===== src/rtl/sys_cmd_pkg.sv =====
// Shared constants for the receive-side command decoder: opcodes, the
// externally visible 6-bit state codes and the fixed ALU operand addresses.
package sys_cmd_pkg;

    localparam logic [7:0] OPC_WR     = 8'hAA;
    localparam logic [7:0] OPC_RD     = 8'hBB;
    localparam logic [7:0] OPC_ALU    = 8'hCC;
    localparam logic [7:0] OPC_ALU_NO = 8'hDD;

    localparam int unsigned OPA_ADDR = 0;
    localparam int unsigned OPB_ADDR = 1;

    // Codes are exported on fsm1_state, so the encoding is fixed.
    typedef enum logic [5:0] {
        ST_IDLE      = 6'b000000,
        ST_WR_ADDR   = 6'b000001,
        ST_WR_DATA   = 6'b000010,
        ST_OP_A      = 6'b000011,
        ST_RD_ADDR   = 6'b000100,
        ST_RD_ISSUE  = 6'b000101,
        ST_OP_B      = 6'b000110,
        ST_ALU_EXEC  = 6'b000111,
        ST_OP_FUN    = 6'b001000,
        ST_NOP_FUN   = 6'b001001,
        ST_NOP_EXEC  = 6'b001010,
        ST_RESP_WAIT = 6'b001011
    } state_e;

endpackage


===== src/rtl/sys_cmd_decoder.sv =====
// Decodes framed UART commands into register-file writes/reads and ALU runs,
// then holds off new commands until the response controller is idle again.
module sys_cmd_decoder
    import sys_cmd_pkg::*;
#(
    parameter int DATA_W = 8,
    parameter int ADDR_W = 4,
    parameter int FUN_W  = 4
) (
    input  logic              clck,
    input  logic              rst,
    input  logic [DATA_W-1:0] RX_P_DATA,
    input  logic              RX_D_VLD,
    input  logic              resp_busy,
    output logic [ADDR_W-1:0] Address,
    output logic              WrEn,
    output logic [DATA_W-1:0] WrData,
    output logic              RdEn,
    output logic [FUN_W-1:0]  ALU_FUN,
    output logic              ALU_EN,
    output logic              CLK_GATE_EN,
    output logic              fsm2_start,
    output logic              valid,
    output logic [5:0]        fsm1_state
);

    state_e            state_q, state_d;
    logic [ADDR_W-1:0] addr_q, addr_d;
    logic [FUN_W-1:0]  fun_q, fun_d;
    logic              alu_cmd_q, alu_cmd_d;
    logic              wr_en_q, wr_en_d;
    logic [ADDR_W-1:0] wr_addr_q, wr_addr_d;
    logic [DATA_W-1:0] wr_data_q, wr_data_d;
    logic              rd_issue, exec;

    always_ff @(posedge clck or negedge rst) begin
        if (!rst) begin
            state_q   <= ST_IDLE;
            addr_q    <= '0;
            fun_q     <= '0;
            alu_cmd_q <= 1'b0;
            wr_en_q   <= 1'b0;
            wr_addr_q <= '0;
            wr_data_q <= '0;
        end else begin
            state_q   <= state_d;
            addr_q    <= addr_d;
            fun_q     <= fun_d;
            alu_cmd_q <= alu_cmd_d;
            wr_en_q   <= wr_en_d;
            wr_addr_q <= wr_addr_d;
            wr_data_q <= wr_data_d;
        end
    end

    always_comb begin
        state_d   = state_q;
        addr_d    = addr_q;
        fun_d     = fun_q;
        alu_cmd_d = alu_cmd_q;
        wr_en_d   = 1'b0;
        wr_addr_d = wr_addr_q;
        wr_data_d = wr_data_q;

        case (state_q)
            ST_IDLE: begin
                if (RX_D_VLD) begin
                    if (RX_P_DATA == DATA_W'(OPC_WR)) begin
                        state_d = ST_WR_ADDR;
                    end else if (RX_P_DATA == DATA_W'(OPC_RD)) begin
                        state_d = ST_RD_ADDR;
                    end else if (RX_P_DATA == DATA_W'(OPC_ALU)) begin
                        state_d   = ST_OP_A;
                        alu_cmd_d = 1'b1;
                    end else if (RX_P_DATA == DATA_W'(OPC_ALU_NO)) begin
                        state_d   = ST_NOP_FUN;
                        alu_cmd_d = 1'b1;
                    end
                end
            end
            ST_WR_ADDR: begin
                if (RX_D_VLD) begin
                    addr_d  = RX_P_DATA[ADDR_W-1:0];
                    state_d = ST_WR_DATA;
                end
            end
            ST_WR_DATA: begin
                if (RX_D_VLD) begin
                    wr_en_d   = 1'b1;
                    wr_addr_d = addr_q;
                    wr_data_d = RX_P_DATA;
                    state_d   = ST_IDLE;
                end
            end
            ST_RD_ADDR: begin
                if (RX_D_VLD) begin
                    addr_d  = RX_P_DATA[ADDR_W-1:0];
                    state_d = ST_RD_ISSUE;
                end
            end
            ST_RD_ISSUE: state_d = ST_RESP_WAIT;
            ST_OP_A: begin
                if (RX_D_VLD) begin
                    wr_en_d   = 1'b1;
                    wr_addr_d = ADDR_W'(OPA_ADDR);
                    wr_data_d = RX_P_DATA;
                    state_d   = ST_OP_B;
                end
            end
            ST_OP_B: begin
                if (RX_D_VLD) begin
                    wr_en_d   = 1'b1;
                    wr_addr_d = ADDR_W'(OPB_ADDR);
                    wr_data_d = RX_P_DATA;
                    state_d   = ST_OP_FUN;
                end
            end
            ST_OP_FUN: begin
                if (RX_D_VLD) begin
                    fun_d   = RX_P_DATA[FUN_W-1:0];
                    state_d = ST_ALU_EXEC;
                end
            end
            ST_NOP_FUN: begin
                if (RX_D_VLD) begin
                    fun_d   = RX_P_DATA[FUN_W-1:0];
                    state_d = ST_NOP_EXEC;
                end
            end
            ST_ALU_EXEC,
            ST_NOP_EXEC:  state_d = ST_RESP_WAIT;
            ST_RESP_WAIT: if (!resp_busy) state_d = ST_IDLE;
            default:      state_d = ST_IDLE;
        endcase

        // The ALU-pending flag only lives for the duration of one command.
        if (state_d == ST_IDLE) alu_cmd_d = 1'b0;
    end

    assign rd_issue = (state_q == ST_RD_ISSUE);
    assign exec     = (state_q == ST_ALU_EXEC) || (state_q == ST_NOP_EXEC);

    // Write and read address never coincide: no write is pending in RD_ISSUE.
    assign Address     = wr_en_q ? wr_addr_q : (rd_issue ? addr_q : '0);
    assign WrEn        = wr_en_q;
    assign WrData      = wr_en_q ? wr_data_q : '0;
    assign RdEn        = rd_issue;
    assign ALU_EN      = exec;
    assign ALU_FUN     = fun_q;
    assign fsm2_start  = rd_issue || exec;
    assign valid       = rd_issue || exec;
    assign fsm1_state  = state_q;
    assign CLK_GATE_EN = exec
                      || (state_q == ST_OP_FUN) || (state_q == ST_NOP_FUN)
                      || ((state_q == ST_RESP_WAIT) && alu_cmd_q);

endmodule


===== config.mk =====
export PLATFORM = sky130hd
export DESIGN_NAME = sys_cmd_decoder
export DESIGN_NICKNAME = d
export VERILOG_FILES = /design/src/rtl/sys_cmd_pkg.sv /design/src/rtl/sys_cmd_decoder.sv
export SDC_FILE = /design/constraint.sdc
export NUM_CORES = 1
export LEC_CHECK = 0
export ABC_AREA = 0
export CORE_MARGIN = 5
export CORE_UTILIZATION = 37
export CTS_CLUSTER_DIAMETER = 200
export DETAILED_ROUTE_END_ITERATION = 10
export PLACE_DENSITY = 0.64
export SETUP_SLACK_MARGIN = 0.05
export SKIP_LAST_GASP = 1
export SYNTH_ARGS = -nofsm -noshare
export SYNTH_HDL_FRONTEND = slang
export SYNTH_SLANG_ARGS = --single-unit

===== constraint.sdc =====
create_clock -name clck -period 1.97 [get_ports clck]
set_clock_uncertainty 0.2 [all_clocks]
set_input_delay 0.394 -clock clck [delete_from_list [all_inputs] [get_ports clck]]
set_output_delay 0.394 -clock clck [all_outputs]
set_load 0.03 [all_outputs]

* Yosys cells after proc, flatten, opt, wreduce, memory -nomap -nowiden
Index checks and enable logic that the tools add are counted.
** Word-level totals
- Register bits after elaboration :: 28
- Bits in latches :: 0
- Bits in writable memories :: 0
- Bits in read-only memories :: 0
- Input bits :: 12
- Output and inout port bits :: 28
- Word-level logic and storage cells :: 78
- Memories :: 0
** Operators by class
- Add/sub/neg operators :: 0
- $mul :: 0
- Div/mod/pow operators :: 0
- Magnitude comparators :: 0
- Eq/ne operators :: 20
- Shift-type cells :: 0
- Mux-type cells :: 30
- Bitwise logic cells :: 0
- Reductions and logical operators :: 21
** Operator list (number)
- 6-bit 2-to-1 mux :: 13
- 6-bit case mux with 10 select lines :: 1
- 8-bit == test (second input constant) :: 4
- 6-bit by 3-bit == test with 1-bit output (second input constant) :: 4
- 6-bit by 4-bit == test with 1-bit output (second input constant) :: 4
- 4-bit 2-to-1 mux :: 5
- 6-bit by 2-bit == test with 1-bit output (second input constant) :: 2
- 6-bit zero test :: 2
- 4-bit case mux with 3 select lines :: 1
- 1-bit 2-to-1 mux :: 9
- 8-bit 2-to-1 mux :: 1
- 6-bit by 1-bit == test with 1-bit output (second input constant) :: 1
- 2-bit != test (second input constant) :: 3
- 2-bit AND reduction :: 3
- 3-bit nonzero test :: 2
- 3-bit OR reduction :: 2
- 1-bit logical OR :: 5
- 5-bit AND reduction :: 1
- 2-bit by 1-bit != test with 1-bit output (second input constant) :: 2
- 4-bit AND reduction :: 1
- 2-bit nonzero test :: 2
- 2-bit OR reduction :: 2
- 1-bit logical AND :: 1

* Longest topological paths before layout
Gate-level depths: netlist of the first run.
- Depth after elaboration :: 10
- Mapped depth :: 6
- Mapped depth without buffers :: 5

* Worst setup path after synthesis of the first run
Ideal clock, no wire load.
- Path kind :: register to output
- Start point :: reg state_q[2] (netlist: fsm1_state[2])
- End point :: out Address[1]
- Data arrival time :: 2172 ps
- Required time :: 1376 ps
- Path slack :: -796 ps
- Stages on the path, launching flop included :: 6
- Buffers on the path :: 1
- Cells stage by stage :: dfrtp_1 -> buf_4 -> nand2_1 -> nor4_4 -> nand2_1 -> o21ai_0
** Between the ends
- Cells in the longest elaborated chain, start to end :: 3
** RTL lines
- start, declared :: line sys_cmd_decoder.sv:27 : state_e state_q, state_d;
- start signal, assigned :: line sys_cmd_decoder.sv:46 : state_q <= state_d;
- 6-bit by 3-bit == test with 1-bit output :: line sys_cmd_decoder.sv:140 : assign rd_issue = (state_q == ST_RD_ISSUE);
- via RdEn :: line sys_cmd_decoder.sv:18 : output logic RdEn,
- 4-bit 2-to-1 mux (2 in series) :: line sys_cmd_decoder.sv:144 : assign Address = wr_en_q ? wr_addr_q : (rd_issue ? addr_q : '0);
- end, declared :: line sys_cmd_decoder.sv:15 : output logic [ADDR_W-1:0] Address,
The timed path passes the listed nets, and every way through them passes these cells.

* Worst setup path after layout of the first run
- Start point :: reg state_q[5] (netlist: fsm1_state[5])
- End point :: out Address[3]
** Between the ends
- Cells in the longest elaborated chain, start to end :: 3
** RTL lines (line)
- 6-bit by 3-bit == test with 1-bit output :: sys_cmd_decoder.sv:140
- 4-bit 2-to-1 mux (2 in series) :: sys_cmd_decoder.sv:144
No other way between the ends.

==> impl_metrics.json, run 1 <==
{
  "grt_max_degree": 29,
  "dpl.hpwl_mm": 3.315,
  "final_util": 0.6327,
  "synth-warning-count": 0,
  "place_area_mm2": 0.002384,
  "fill_cells": 374,
  "cts_sinks": 28,
  "drv_slew": 0,
  "p_int_uw": 996.3,
  "clockBufferDepth": 2,
  "synthCells": 175,
  "firstDrtPassIters": 4,
  "fmaxAchievable_mhz": 418.8,
  "p_seq_frac": 0.489,
  "synth_edf_count": 0,
  "tns_ns": -4.149,
  "dp_cells": 294,
  "cp-startpoint": "fsm1_state[5]",
  "power_leakage_nw": 1.403,
  "ff_latch_area_um2": 709.4,
  "setup_slack_ns": -0.4178,
  "clock_latency_ns": 0.28,
  "port_buffers": 39,
  "final_cells": 315,
  "min_path_type": "reg -> reg",
  "synth_common_cells": "nand2_1 (38), dfrtp_1 (28), and2_1 (9)",
  "ys_seq_area_frac": 0.4164,
  "antenna_found_initial": 0,
  "power.switching_uw": 320.1,
  "viasPerCell": 5.152,
  "power.density_mw_per_mm2": 474.6,
  "setup_violations": 29,
  "yosys_most_used_dff": "dfrtp_1",
  "area_delta_synth_final_pct": 64.83,
  "cap_violations": 0,
  "rows": 24,
  "rsz0062_at_grt": "true",
  "netlist.area_leader.share": 0.4164,
  "holdBufCountCts": 0,
  "grt_overflow": 0,
  "cp-end-kind": "output pin",
  "ff2ff_path_depth": 9,
  "pwr-share-comb": 0.163,
  "cts_tree": "yes",
  "swShare": 0.2431,
  "status": "finished, violations left",
  "start_util": 0.3838,
  "num_vias": 1623,
  "drt_wl_total_mm": 4.831,
  "async_flop_share": 1.000,
  "multiInputGateArea_mm2": 0.001044,
  "cp-start-kind": "flip-flop",
  "syn_area_per_cell_um2": 9.616,
  "io_pins": 40,
  "die_w_um": 77.44,
  "final_cell_area_mm2": 0.002774,
  "whs_path_depth": 2,
  "crit_required_ns": 1.38,
  "diodes": 0,
  "ir_drop_uv": 415.8,
  "cts_root_buf": "clkbuf_8",
  "coreArea_mm2": 0.004384,
  "drc": 0,
  "path_clk_slew_ns": 0.10,
  "htree_num_levels": 1,
  "layout-drive-gt1-share": 0.5057,
  "synth_area_mm2": 0.001683,
  "cts_buffers": 3,
  "final_nets": 276,
  "period_needed_ns": 2.388,
  "ant_nets": 0,
  "dieArea_mm2": 0.005997,
  "die_h_um": 77.44,
  "worstPathMaxFanout": 5,
  "synth.most_common_cell": "nand2_1",
  "worstReg2RegStart": "fsm1_state[3]",
  "gp_congestion": 0.8637,
  "min_period_over_period": 1.212,
  "synthTopCellsByArea": "dfrtp_1 (42%), nand2_1 (8.5%), mux2_2 (5.4%), and2_1 (3.3%), o21ai_0 (2.1%)",
  "grt_pass1_vias": 1498,
  "ys_types": 54,
  "arrival_ns": 1.79,
  "critical_path_class": "reg -> out",
  "yosysTopAreaCell": "dfrtp_1",
  "min_from": "wr_data_q[3]",
  "synth-seq-cells": 28,
  "p_clk_frac": 0.348,
  "grt_pass1_wl_mm": 7.058,
  "hold_viol_final": 0,
  "drtIter0Drc": 48,
  "grt_usage": 0.1431,
  "wl_per_cell_um": 15.34,
  "violations": "setup timing"
}
-- final cells by class --
class                   instances  area share
repair buffers                 90      0.3040
multi-input cells             132      0.3762
inverters                       8     0.01218
repair inverters                1    0.002706
flip-flops and latches         28      0.2558
clock inverters                 1     0.01083
well taps                      52     0.02346
clock buffers                   3     0.01488
-- per-stage QoR --
step	power (mW)	hold WS, ns	setup WS, ns
2_1_floorplan	0.7423	-0.1016	-0.3993
3_3_place_gp	0.8414	0.2546	-0.3052
3_5_place_dp	0.8455	0.2584	-0.2755
4_1_cts	1.306	0.2841	-0.4227
5_1_grt	1.376	0.3003	-0.5142
6_report	1.316	0.2876	-0.4178
-- worst paths after layout --
check | end | slack (ns)
min in group asynchronous | fsm1_state[4] | 0.30
worst max register to register | alu_cmd_q | -0.18
worst max-delay path | Address[3] | -0.42
worst min register to register | wr_data_q[3] | 0.29
max in group asynchronous | fsm1_state[1] | 0.97
worst min-delay path | wr_data_q[3] | 0.29
-- worst max-delay path, cell delays in order, from the launching register on --
cell     delay, ns
dfrtp_2       0.41
or2_4         0.27
nor4_4        0.39
nand2_1       0.15
o21ai_4       0.16
buf_6         0.14
-- routing by layer --
| layer | part of all wire | global-route usage | vias up |
|---|---|---|---|
| met5 | 0 | 0 | - |
| met4 | 0.015 | 0.03952 | 0 |
| met3 | 0.036 | 0.02894 | 6 |
| met2 | 0.52 | 0.2433 | 41 |
| met1 | 0.43 | 0.1845 | 790 |
| li1 | - | - | 786 |
-- layout by cell type, fill, tap and decap left out, drive strengths merged, types with 4 or more instances in the layout --
cell,instances
clkdlybuf4s50,11
buf,68
mux2,8
dfrtp,28
inv,7
o21ai,10
a21oi,5
and2,12
dlygate4sd2,5
dlymetal6s2s,4
nand2b,5
clkbuf,5
nand2,38
nand3,7
nor2,6
-- flip-flops by register name, summed over array words and instances, names as in the netlist --
| register | flops |
|---|---|
| addr_q | 4 |
| wr_addr_q | 4 |
| fsm1_state | 6 |
| WrEn | 1 |
| alu_cmd_q | 1 |
| wr_data_q | 8 |
| ALU_FUN | 4 |
-- timing repair --
item / in CTS / in global routing
endpoints found under the setup margin: 30 / 39
gates resized for setup: 25 / 26
buffers inserted: 5 / 11
cloned: 0 / 2
pin swaps: 5 / 13
-- cell families (layout without fill, tap and decap cells) --
group                     after synthesis  count (layout)  synth area share
and+or+nand+nor                        85              85            0.2944
buffers and inverters                  16             103           0.05798
xor gates and xnor gates                1               1          0.005205
DFF                                    28              28            0.4164
AOI/OAI and AO/OA                      36              36            0.1703
other                                   1               2          0.002228
muxes                                   8               8           0.05353
-- power by group through the flow --
stage	registers (mW)	logic (mW)	clock network [mW]
after floorplan	0.655	0.0872	0
after global placement	0.653	0.188	0
after detailed placement	0.655	0.190	0
after CTS	0.644	0.193	0.470
after global routing	0.649	0.231	0.496
final	0.644	0.214	0.458
Note: power is estimated with default switching activity, not from simulation.
==> run 2: changes to the inputs <==
--- a/config.mk
+++ b/config.mk
@@ -8,6 +8,7 @@
 export ABC_AREA = 0
 export CORE_MARGIN = 5
 export CORE_UTILIZATION = 37
+export CTS_BUF_LIST = sky130_fd_sc_hd__clkbuf_4 sky130_fd_sc_hd__clkbuf_8
 export CTS_CLUSTER_DIAMETER = 200
 export DETAILED_ROUTE_END_ITERATION = 10
 export PLACE_DENSITY = 0.64
==> results of run 2 <==
Final layout, timing and power as in run 1 (identical DEF).
